$ cat src/rtl/alu_pkg.sv
// Shared opcodes and FSM state encoding for the multicycle ALU.
package alu_pkg;

  localparam logic [1:0] OP_ADD = 2'b00;
  localparam logic [1:0] OP_SUB = 2'b01;
  localparam logic [1:0] OP_MUL = 2'b10;
  localparam logic [1:0] OP_DIV = 2'b11;

  typedef enum logic [1:0] {
    IDLE = 2'd0,
    DIV  = 2'd1,
    DONE = 2'd2
  } state_t;

endpackage

$ cat src/rtl/multicycle_alu_if.sv
// Operand/result valid-ready bundle for the multicycle ALU.
// Zero_Flag/Negative_Flag exist only when ALU_STATUS_FLAGS_EN is defined.
interface multicycle_alu_if #(
  parameter int WIDTH = 8
);
  localparam int RES_WIDTH = 2 * WIDTH;

  logic                 In_Valid;
  logic                 In_Ready;
  logic [1:0]           Operation;
  logic [WIDTH-1:0]     Operand_1;
  logic [WIDTH-1:0]     Operand_2;
  logic                 Out_Valid;
  logic                 Out_Ready;
  logic [RES_WIDTH-1:0] Result;
  logic                 Div_By_Zero;
`ifdef ALU_STATUS_FLAGS_EN
  logic                 Zero_Flag;
  logic                 Negative_Flag;
`endif

  modport master (
    output In_Valid, Operation, Operand_1, Operand_2, Out_Ready,
    input  In_Ready, Out_Valid, Result, Div_By_Zero
`ifdef ALU_STATUS_FLAGS_EN
    , input Zero_Flag, Negative_Flag
`endif
  );

  modport slave (
    input  In_Valid, Operation, Operand_1, Operand_2, Out_Ready,
    output In_Ready, Out_Valid, Result, Div_By_Zero
`ifdef ALU_STATUS_FLAGS_EN
    , output Zero_Flag, Negative_Flag
`endif
  );

endinterface

$ cat src/rtl/serial_divider.sv
// Restoring unsigned divider, one quotient bit per cycle over WIDTH cycles.
// done/quotient/remainder are combinational during the final iteration so the caller can latch them on that edge.
module serial_divider #(
  parameter int WIDTH = 8
) (
  input  logic             clk,
  input  logic             rst_n,
  input  logic             start,
  input  logic [WIDTH-1:0] dividend,
  input  logic [WIDTH-1:0] divisor,
  output logic             busy,
  output logic             done,
  output logic [WIDTH-1:0] quotient,
  output logic [WIDTH-1:0] remainder
);

  localparam int CNT_W = $clog2(WIDTH + 1);
  localparam logic [CNT_W-1:0] LAST = CNT_W'(WIDTH - 1);

  logic             busy_q;
  logic [CNT_W-1:0] cnt_q;
  logic [WIDTH-1:0] quo_q;  // dividend shifts out the top, quotient bits shift in the bottom
  logic [WIDTH-1:0] rem_q;
  logic [WIDTH-1:0] dvs_q;

  logic [WIDTH:0]   shifted;
  logic [WIDTH:0]   diff;
  logic             fits;
  logic [WIDTH-1:0] rem_nxt;
  logic [WIDTH-1:0] quo_nxt;

  always_comb begin
    shifted = {rem_q, quo_q[WIDTH-1]};
    diff    = shifted - {1'b0, dvs_q};
    fits    = ~diff[WIDTH];
    rem_nxt = fits ? diff[WIDTH-1:0] : shifted[WIDTH-1:0];
    quo_nxt = {quo_q[WIDTH-2:0], fits};
  end

  assign busy      = busy_q;
  assign done      = busy_q && (cnt_q == LAST);
  assign quotient  = quo_nxt;
  assign remainder = rem_nxt;

  always_ff @(posedge clk or negedge rst_n) begin
    if (!rst_n) begin
      busy_q <= 1'b0;
      cnt_q  <= '0;
      quo_q  <= '0;
      rem_q  <= '0;
      dvs_q  <= '0;
    end else if (start) begin
      busy_q <= 1'b1;
      cnt_q  <= '0;
      quo_q  <= dividend;
      rem_q  <= '0;
      dvs_q  <= divisor;
    end else if (busy_q) begin
      quo_q <= quo_nxt;
      rem_q <= rem_nxt;
      cnt_q <= cnt_q + 1'b1;
      if (done) busy_q <= 1'b0;
    end
  end

endmodule

$ cat src/rtl/multicycle_alu.sv
// Handshaked ADD/SUB/MUL/DIV unit; single-cycle ops plus a serial divider.
// Optional status flags are enabled with `define ALU_STATUS_FLAGS_EN.
module multicycle_alu
  import alu_pkg::*;
#(
  parameter int WIDTH = 8,
  localparam int RES_WIDTH = 2 * WIDTH
) (
  input  logic Clock,
  input  logic Reset_n,
  multicycle_alu_if.slave bus
);

  state_t state_q, state_d;

  logic                 in_ready;
  logic                 accept;
  logic                 b_zero;
  logic                 div_start;
  logic                 div_busy;
  logic                 div_done;
  logic [WIDTH-1:0]     div_quo;
  logic [WIDTH-1:0]     div_rem;
  logic [RES_WIDTH-1:0] div_res;

  logic [RES_WIDTH-1:0] a_ext;
  logic [RES_WIDTH-1:0] b_ext;
  logic [RES_WIDTH-1:0] alu_res;
  logic                 alu_neg;

  logic [RES_WIDTH-1:0] res_q;
  logic                 dbz_q;

  assign b_zero    = (bus.Operand_2 == '0);
  assign in_ready  = ((state_q == IDLE) && !div_busy) ||
                     ((state_q == DONE) && bus.Out_Ready);
  assign accept    = bus.In_Valid && in_ready;
  assign div_start = accept && (bus.Operation == OP_DIV) && !b_zero;
  assign div_res   = {div_rem, div_quo};

  serial_divider #(.WIDTH(WIDTH)) u_div (
    .clk       (Clock),
    .rst_n     (Reset_n),
    .start     (div_start),
    .dividend  (bus.Operand_1),
    .divisor   (bus.Operand_2),
    .busy      (div_busy),
    .done      (div_done),
    .quotient  (div_quo),
    .remainder (div_rem)
  );

  always_comb begin
    state_d = state_q;
    case (state_q)
      IDLE: if (accept) state_d = div_start ? DIV : DONE;
      DIV:  if (div_done) state_d = DONE;
      DONE: begin
        if (bus.Out_Ready) begin
          if (accept) state_d = div_start ? DIV : DONE;
          else        state_d = IDLE;
        end
      end
      default: state_d = IDLE;
    endcase
  end

  always_ff @(posedge Clock or negedge Reset_n) begin
    if (!Reset_n) state_q <= IDLE;
    else          state_q <= state_d;
  end

  // Single-cycle results; the DIV arm only matters for the divide-by-zero case.
  always_comb begin
    a_ext   = {{WIDTH{1'b0}}, bus.Operand_1};
    b_ext   = {{WIDTH{1'b0}}, bus.Operand_2};
    alu_res = '0;
    alu_neg = 1'b0;
    case (bus.Operation)
      OP_ADD: alu_res = a_ext + b_ext;
      OP_SUB: begin
        alu_res = a_ext - b_ext;
        alu_neg = (bus.Operand_1 < bus.Operand_2);
      end
      OP_MUL: alu_res = a_ext * b_ext;
      OP_DIV: alu_res = {bus.Operand_1, {WIDTH{1'b1}}};
      default: alu_res = '0;
    endcase
  end

  always_ff @(posedge Clock or negedge Reset_n) begin
    if (!Reset_n) begin
      res_q <= '0;
      dbz_q <= 1'b0;
    end else if (accept && !div_start) begin
      res_q <= alu_res;
      dbz_q <= (bus.Operation == OP_DIV);
    end else if (div_done) begin
      res_q <= div_res;
      dbz_q <= 1'b0;
    end
  end

`ifdef ALU_STATUS_FLAGS_EN
  logic zf_q;
  logic nf_q;

  always_ff @(posedge Clock or negedge Reset_n) begin
    if (!Reset_n) begin
      zf_q <= 1'b0;
      nf_q <= 1'b0;
    end else if (accept && !div_start) begin
      zf_q <= (alu_res == '0);
      nf_q <= alu_neg;
    end else if (div_done) begin
      zf_q <= (div_res == '0);
      nf_q <= 1'b0;
    end
  end

  assign bus.Zero_Flag     = zf_q;
  assign bus.Negative_Flag = nf_q;
`else
  logic unused_neg;
  assign unused_neg = alu_neg;
`endif

  assign bus.In_Ready    = in_ready;
  assign bus.Out_Valid   = (state_q == DONE);
  assign bus.Result      = res_q;
  assign bus.Div_By_Zero = dbz_q;

endmodule
$ cat src/flat_wrapper.sv
// flat-port wrapper written by rule: the top's interface ports become plain ports
module multicycle_alu_flat import alu_pkg::*;
#(
  parameter int WIDTH = 8,
  localparam int RES_WIDTH = 2 * WIDTH
)
  (Clock, Reset_n, bus_In_Valid, bus_Operation, bus_Operand_1, bus_Operand_2, bus_Out_Ready, bus_In_Ready, bus_Out_Valid, bus_Result, bus_Div_By_Zero);
  multicycle_alu_if #(.WIDTH(WIDTH)) bus_i ();
  input  logic Clock;
  input  logic Reset_n;
  input wire logic [$bits(bus_i.In_Valid)-1:0] bus_In_Valid;
  input wire logic [$bits(bus_i.Operation)-1:0] bus_Operation;
  input wire logic [$bits(bus_i.Operand_1)-1:0] bus_Operand_1;
  input wire logic [$bits(bus_i.Operand_2)-1:0] bus_Operand_2;
  input wire logic [$bits(bus_i.Out_Ready)-1:0] bus_Out_Ready;
  output wire logic [$bits(bus_i.In_Ready)-1:0] bus_In_Ready;
  output wire logic [$bits(bus_i.Out_Valid)-1:0] bus_Out_Valid;
  output wire logic [$bits(bus_i.Result)-1:0] bus_Result;
  output wire logic [$bits(bus_i.Div_By_Zero)-1:0] bus_Div_By_Zero;
  assign bus_i.In_Valid = bus_In_Valid;
  assign bus_i.Operation = bus_Operation;
  assign bus_i.Operand_1 = bus_Operand_1;
  assign bus_i.Operand_2 = bus_Operand_2;
  assign bus_i.Out_Ready = bus_Out_Ready;
  assign bus_In_Ready = bus_i.In_Ready;
  assign bus_Out_Valid = bus_i.Out_Valid;
  assign bus_Result = bus_i.Result;
  assign bus_Div_By_Zero = bus_i.Div_By_Zero;
  multicycle_alu #(.WIDTH(WIDTH)) u_core (.Clock(Clock), .Reset_n(Reset_n), .bus(bus_i));
endmodule
$ cat config.mk
export PLATFORM = sky130hd
export DESIGN_NAME = multicycle_alu_flat
export DESIGN_NICKNAME = d
export VERILOG_FILES = /design/src/rtl/alu_pkg.sv /design/src/rtl/multicycle_alu_if.sv /design/src/rtl/serial_divider.sv /design/src/rtl/multicycle_alu.sv /design/src/flat_wrapper.sv
export SDC_FILE = /design/constraint.sdc
export NUM_CORES = 1
export LEC_CHECK = 0
export BUFFER_PORTS_ARGS = -buffer_cell sky130_fd_sc_hd__buf_2
export CAP_MARGIN = 20
export CORE_ASPECT_RATIO = 0.8
export CORE_MARGIN = 2
export CORE_UTILIZATION = 45
export CTS_CLUSTER_DIAMETER = 200
export DETAILED_ROUTE_END_ITERATION = 8
export SYNTH_ARGS = -nofsm -noshare
export SYNTH_HDL_FRONTEND = slang
export SYNTH_SLANG_ARGS = --single-unit
$ cat constraint.sdc
create_clock -name Clock -period 4.08 [get_ports Clock]
set_input_delay 0.612 -clock Clock [delete_from_list [all_inputs] [get_ports Clock]]
set_output_delay 0.612 -clock Clock [all_outputs]
set_load 0.005 [all_outputs]
* After elaboration in Yosys (flattened, before gate mapping)
Cells that the tools add are included.
Widths: inputs -> output; s select.
** Storage, ports and cells
- Bits in registers :: 48
- Input bits :: 22
- Word-level logic and storage cells :: 61
** Cells by class
- $add $sub $neg :: 4
- Multipliers :: 1
- Eq/ne operators :: 9
- Muxes and demuxes :: 21
- Bitwise gates (word level) :: 1
- Reductions and logical operators :: 17
** Operator list (count)
- $pmux 16 s4 :: 1
- $mux 8 :: 5
- $mux 16 :: 2
- $mul 8x8->16 :: 1
- $mux 2 :: 5
- $add 8x8->9 :: 1
- $sub 8x8->9 :: 1
- $sub 9x8->9 :: 1
- $logic_not 8->1 :: 1
- $mux 4 :: 2
- $logic_and 1x1->1 :: 7
- $eq 2x2->1 const B :: 3
- $pmux 2 s3 :: 1
- $mux 1 :: 5
- $add 4x1->4 const B :: 1
- $eq 2x1->1 const B :: 2
- $eq 4x3->1 const B :: 1
- $logic_not 2->1 :: 2
- $ne 2x1->1 const B :: 2
- $reduce_bool 2->1 :: 2
- $logic_not 1->1 :: 3
- $reduce_and 3->1 :: 1
- $ne 2x2->1 const B :: 1
- $logic_or 1x1->1 :: 1
- $not 1->1 :: 1

* Longest topological paths before layout
- Depth after elaboration :: 10
- Gate-level depth with buffers :: 19
- Depth with buffers taken out :: 17

* By module
Synthesis repeated with hierarchy kept, for this count alone.
** Unflattened totals
- Cells, all modules :: 684
- Area total of the unflattened synthesis :: 5848.1 um2
** By module, submodules not included
- multicycle_alu :: times used 1, cells an instance 489, area each 4046.4 um2, sequential area each 475.5 um2
- serial_divider :: times used 1, cells an instance 195, area each 1801.7 um2, sequential area each 725.7 um2

* Worst setup path before layout
No wires, ideal clock.
- Kind :: input to register
- Start :: input port bus_Operand_2[7]
- End :: register u_core.res_q[8], in the netlist u_core.bus.Result[8]
- Arrival :: 4.639 ns
- Data required time :: 3.950 ns
- Setup slack :: -0.689 ns
- Stages on the path :: 17
- Path buffers :: 2
- Cell sequence :: clkbuf_1 -> nand2_1 -> fa_1 -> fa_1 -> inv_1 -> fa_1 -> inv_1 -> fa_1 -> inv_1 -> ha_1 -> clkbuf_1 -> o211ai_1 -> or4_1 -> and3_1 -> o22ai_1 -> a211o_1 -> nand3_1
** Between the ends
- Cells in the longest elaborated chain, start to end :: 6
- Elaborated cells on any way between the ends :: 11
** Ends and longest elaborated chain
- start, declared :: RTL line flat_wrapper.sv:14 : input wire logic [$bits(bus_i.Operand_2)-1:0] bus_Operand_2;
- branches (longest 6 deep; another with $mul 8x8->16)
- end signal, assigned :: RTL line multicycle_alu.sv:96 : res_q <= alu_res;
- end signal, assigned :: RTL line multicycle_alu.sv:99 : res_q <= div_res;
- end, declared :: RTL line multicycle_alu.sv:31 : logic [RES_WIDTH-1:0] res_q;
Several ways; the timed one is not identified.
A chain may end at the register's enable or synchronous reset.

* Worst setup path in the final report
- Start :: input port bus_Operand_1[3]
- End :: register u_core.res_q[10], in the netlist u_core.bus.Result[10]
** Between the ends
- Cells in the longest elaborated chain, start to end :: 3
- Elaborated cells on any way between the ends :: 4
** Ends and longest elaborated chain
- start, declared :: RTL line flat_wrapper.sv:13 : input wire logic [$bits(bus_i.Operand_1)-1:0] bus_Operand_1;
- $mul 8x8->16 / $sub 8x8->9 (equally long branches) :: RTL line multicycle_alu.sv:85, multicycle_alu.sv:82
- $pmux 16 s4 (*) :: RTL line multicycle_alu.sv:79 : case (bus.Operation)
- $mux 16 (*) :: RTL line multicycle_alu.sv:95 : end else if (accept && !div_start) begin
Mark *: on every way between the ends. The rest lies on a longest branch, timed or not.

==> results.cfg <==
[power]
power.leakage_nw = 3.48
switchingPower_mw = 2.15
pwr-share-comb_pct = 70.0
irDropWorstVdd_mv = 0.323
power_density_mw_per_mm2 = 654
seqPwrFrac_pct = 18.9
swShare_pct = 45.0
clkPwrFrac_pct = 11.1
internal-power_mw = 2.63

[sta]
fin_crit_sh_pct = 103
skew_ns = 0.00336
finalHoldViolations = 0
period_needed_ns = 4.19
relSlewSlack_pct = 32.5
maxSlewViolCount = 0
hold_ws_ns = 0.172
worstMarginPinSlew_ns = 1.01
setup-violations-final = 6
worst_slack_ns = -0.109
setup_tns_ns = -0.417
rsz0062_at_grt = true
clock.fmax_mhz = 239

[clock_tree]
cts_tree = done
clk_latency_ns = 0.29
clk_pin_slew_ns = 0.06
numCtsBuffers = 5
clockBufferDepth = 2
clockRootBuffer = clkbuf_16
clock-sinks = 48
h-tree-depth = 2

[placed_design]
hpwl_um = 13400
globalplace.congestion = 0.913
port-buffer-count = 40
dp_cells = 914

[synth]
synth.avg_cell_area_um2 = 8.73
synthArstFlopShare_pct = 100
yosysTopAreaCell = dfrtp_1
synth_top_flop_cell = dfrtp_1
seq_area_frac_synth_pct = 21.2
synth.distinct_cells = 67
yosysTopAreaCellShare_pct = 21.2
post_synth_main_area_contributors = dfrtp_1 (21%), fa_1 (14%), ha_1 (13%)
synth_area_mm2 = 0.00567
ys_ff_latch = 48
synthCells = 650
ys_warn_count = 0
synth_edf_count = 0
synth_nets = 772

[routing]
wl_met2_um = 7910
wire_per_inst_um = 18.3
drt_wl_total_um = 17100
drc_errors = 0
drt_iter0_markers = 307
postRouteAntennaNets = 0
vias_per_cell = 5.72
wl_met3_um = 904
drt-met1-wl_um = 7990
first_pass_iters = 5
num_vias = 5346
top_layer = met4

[setup_path]
path_class = input pin to flop
slowest_stage = fa_1
arrival_ns = 4.36
crit_buf_inv = 4
crit_required_ns = 4.25
end_kind = flop
critical-path-max-stage-delay_ns = 0.54
critPathTopFamily = adder cells
crit_path_max_fanout = 6
worstPathCellList = buf_12 -> ha_4 -> fa_2 -> fa_1 -> fa_1 -> inv_1 -> fa_1 -> inv_2 -> ha_4 -> o211ai_1 -> buf_4 -> o211ai_1 -> a21oi_4 -> xnor2_1 -> a221oi_2 -> a22oi_1
critPathLaunchType = input pin
critPathMostFrequentCell = fa_1

[run_status]
violations = setup timing
status = finished with violations

[layout]
final_common_cell = buf_4
layout_common_cells = buf_4 (87), inv_1 (76), nand2_1 (52)
antenna_cells = 0
drive_above_1_share_pct = 28.8
post-route-util_pct = 59.6
fill_cells = 1102
fin_cells = 935
nets = 886
syn_to_final_growth_pct = 28.7

[hold_path]
hold_class = input pin to asynchronous set/reset pin

[job]
maxCapViolations = 0

[die]
rows = 36
start_util_pct = 46.3
die_area_mm2 = 0.0135
core_mm2 = 0.0123
dieWidth_um = 130
die_h_um = 104
io_pins = 41

[grt]
grt_first_pass_wirelength_um = 27000
antenna_found_initial = 0
grtUsageTotal_pct = 25.4
overflow = 0
grt_max_degree = 49
grt_pass1_vias = 5187
## layer usage
metal  global-route usage [%]  vias to the layer above
met5                        0                        -
met4                     4.84                        0
met2                     39.7                      140
met1                     37.4                     2655
met3                     3.86                       35
li1                         -                     2516
## worst register-to-register path, stage by stage, from the launching register on
cell and delay, ns:
dfrtp_1 0.42, inv_1 0.08, ha_1 0.20, inv_1 0.07
fa_1 0.49, a211oi_2 0.30, o21ai_1 0.12, a211o_1 0.43
and2_4 0.29, a311oi_1 0.32, o221ai_1 0.20
## flip-flops by register name (all words and copies together), names as in the netlist
register,count
u_core.u_div.dvs_q,8
u_core.bus.Result,16
u_core.bus.Div_By_Zero,1
u_core.u_div.quo_q,8
u_core.u_div.cnt_q,4
u_core.u_div.rem_q,8
u_core.u_div.busy,1
u_core.state_q,2
## final timing paths
kind,from,to,cells past startpoint,slack (ns)
worst max-delay path,bus_Operand_1[3],u_core.bus.Result[10],16,-0.11
worst max register to register,u_core.u_div.quo_q[7],u_core.bus.Result[13],10,1.02
min in group Clock,u_core.u_div.dvs_q[0],u_core.u_div.dvs_q[0],2,0.51
worst min-delay path,Reset_n,u_core.u_div.rem_q[2],1,0.17
worst min register to register,u_core.u_div.dvs_q[0],u_core.u_div.dvs_q[0],2,0.51
max in group asynchronous,Reset_n,u_core.bus.Result[2],2,3.42
## through the flow
stage | total power [mW] | setup WS, ns | cell area (µm²)
floorplan | 3.03 | -0.331 | 5770
global placement | 3.79 | -0.581 | 6620
detailed placement | 3.87 | -0.688 | 6620
CTS | 4.65 | -0.0826 | 7160
global route | 5.17 | -0.240 | 7300
finish | 4.77 | -0.109 | 7300
## cells by family (layout without fill, tap and decap cells)
family / Yosys count / count (layout) / share of synthesized area [%]
buffers and inverters: 109 / 223 / 7.59
AND/OR/NAND/NOR: 165 / 165 / 14.5
adder cells (fa/ha/maj): 100 / 100 / 27.2
XOR/XNOR: 18 / 18 / 2.78
flip-flops: 48 / 48 / 21.2
AO/OA/AOI/OAI: 194 / 194 / 24.0
multiplexers: 16 / 16 / 2.82
## synth_stat cells (all sizes together), types with 6 or more instances
library cell and instances:
and2 39, nor2 29, or3 6, mux2i 16
clkbuf 20, xor2 7, xnor2 11, a21boi 7
nand2 55, o21a 7, inv 84, nand3 8
and3 6, o221ai 9, a21oi 34, a21o 15
a211oi 14, ha 61, fa 39, o211ai 6
a31oi 8, o21ai 47, dfrtp 48
## cell type report
cell class	count	area [µm²]	share of cell area, %
multi-input cells	493	4350	59.6
flip-flops and latches	48	1200	16.4
repair buffers	132	1030	14.1
inverters	84	319	4.37
well taps	171	214	2.93
clock buffers	5	125	1.71
clock inverters	2	60.1	0.822
## power groups by stage
stage	sequential, mW	combinational (mW)	clock (mW)
after CTS	0.896	3.21	0.540
after detailed placement	0.899	2.97	0
after global routing	0.927	3.69	0.558
after global placement	0.895	2.90	0
after floorplan	0.866	2.16	0
final	0.901	3.34	0.529
## repair_timing
action / CTS / global route
resized for setup: 70 / 27
hold endpoints to repair: 0 / 0
pin swaps: 41 / 34
setup endpoints to repair: 8 / 9
buffers inserted: 9 / 4
hold buffers: 0 / 0
Power figures use the tool's default switching activity.
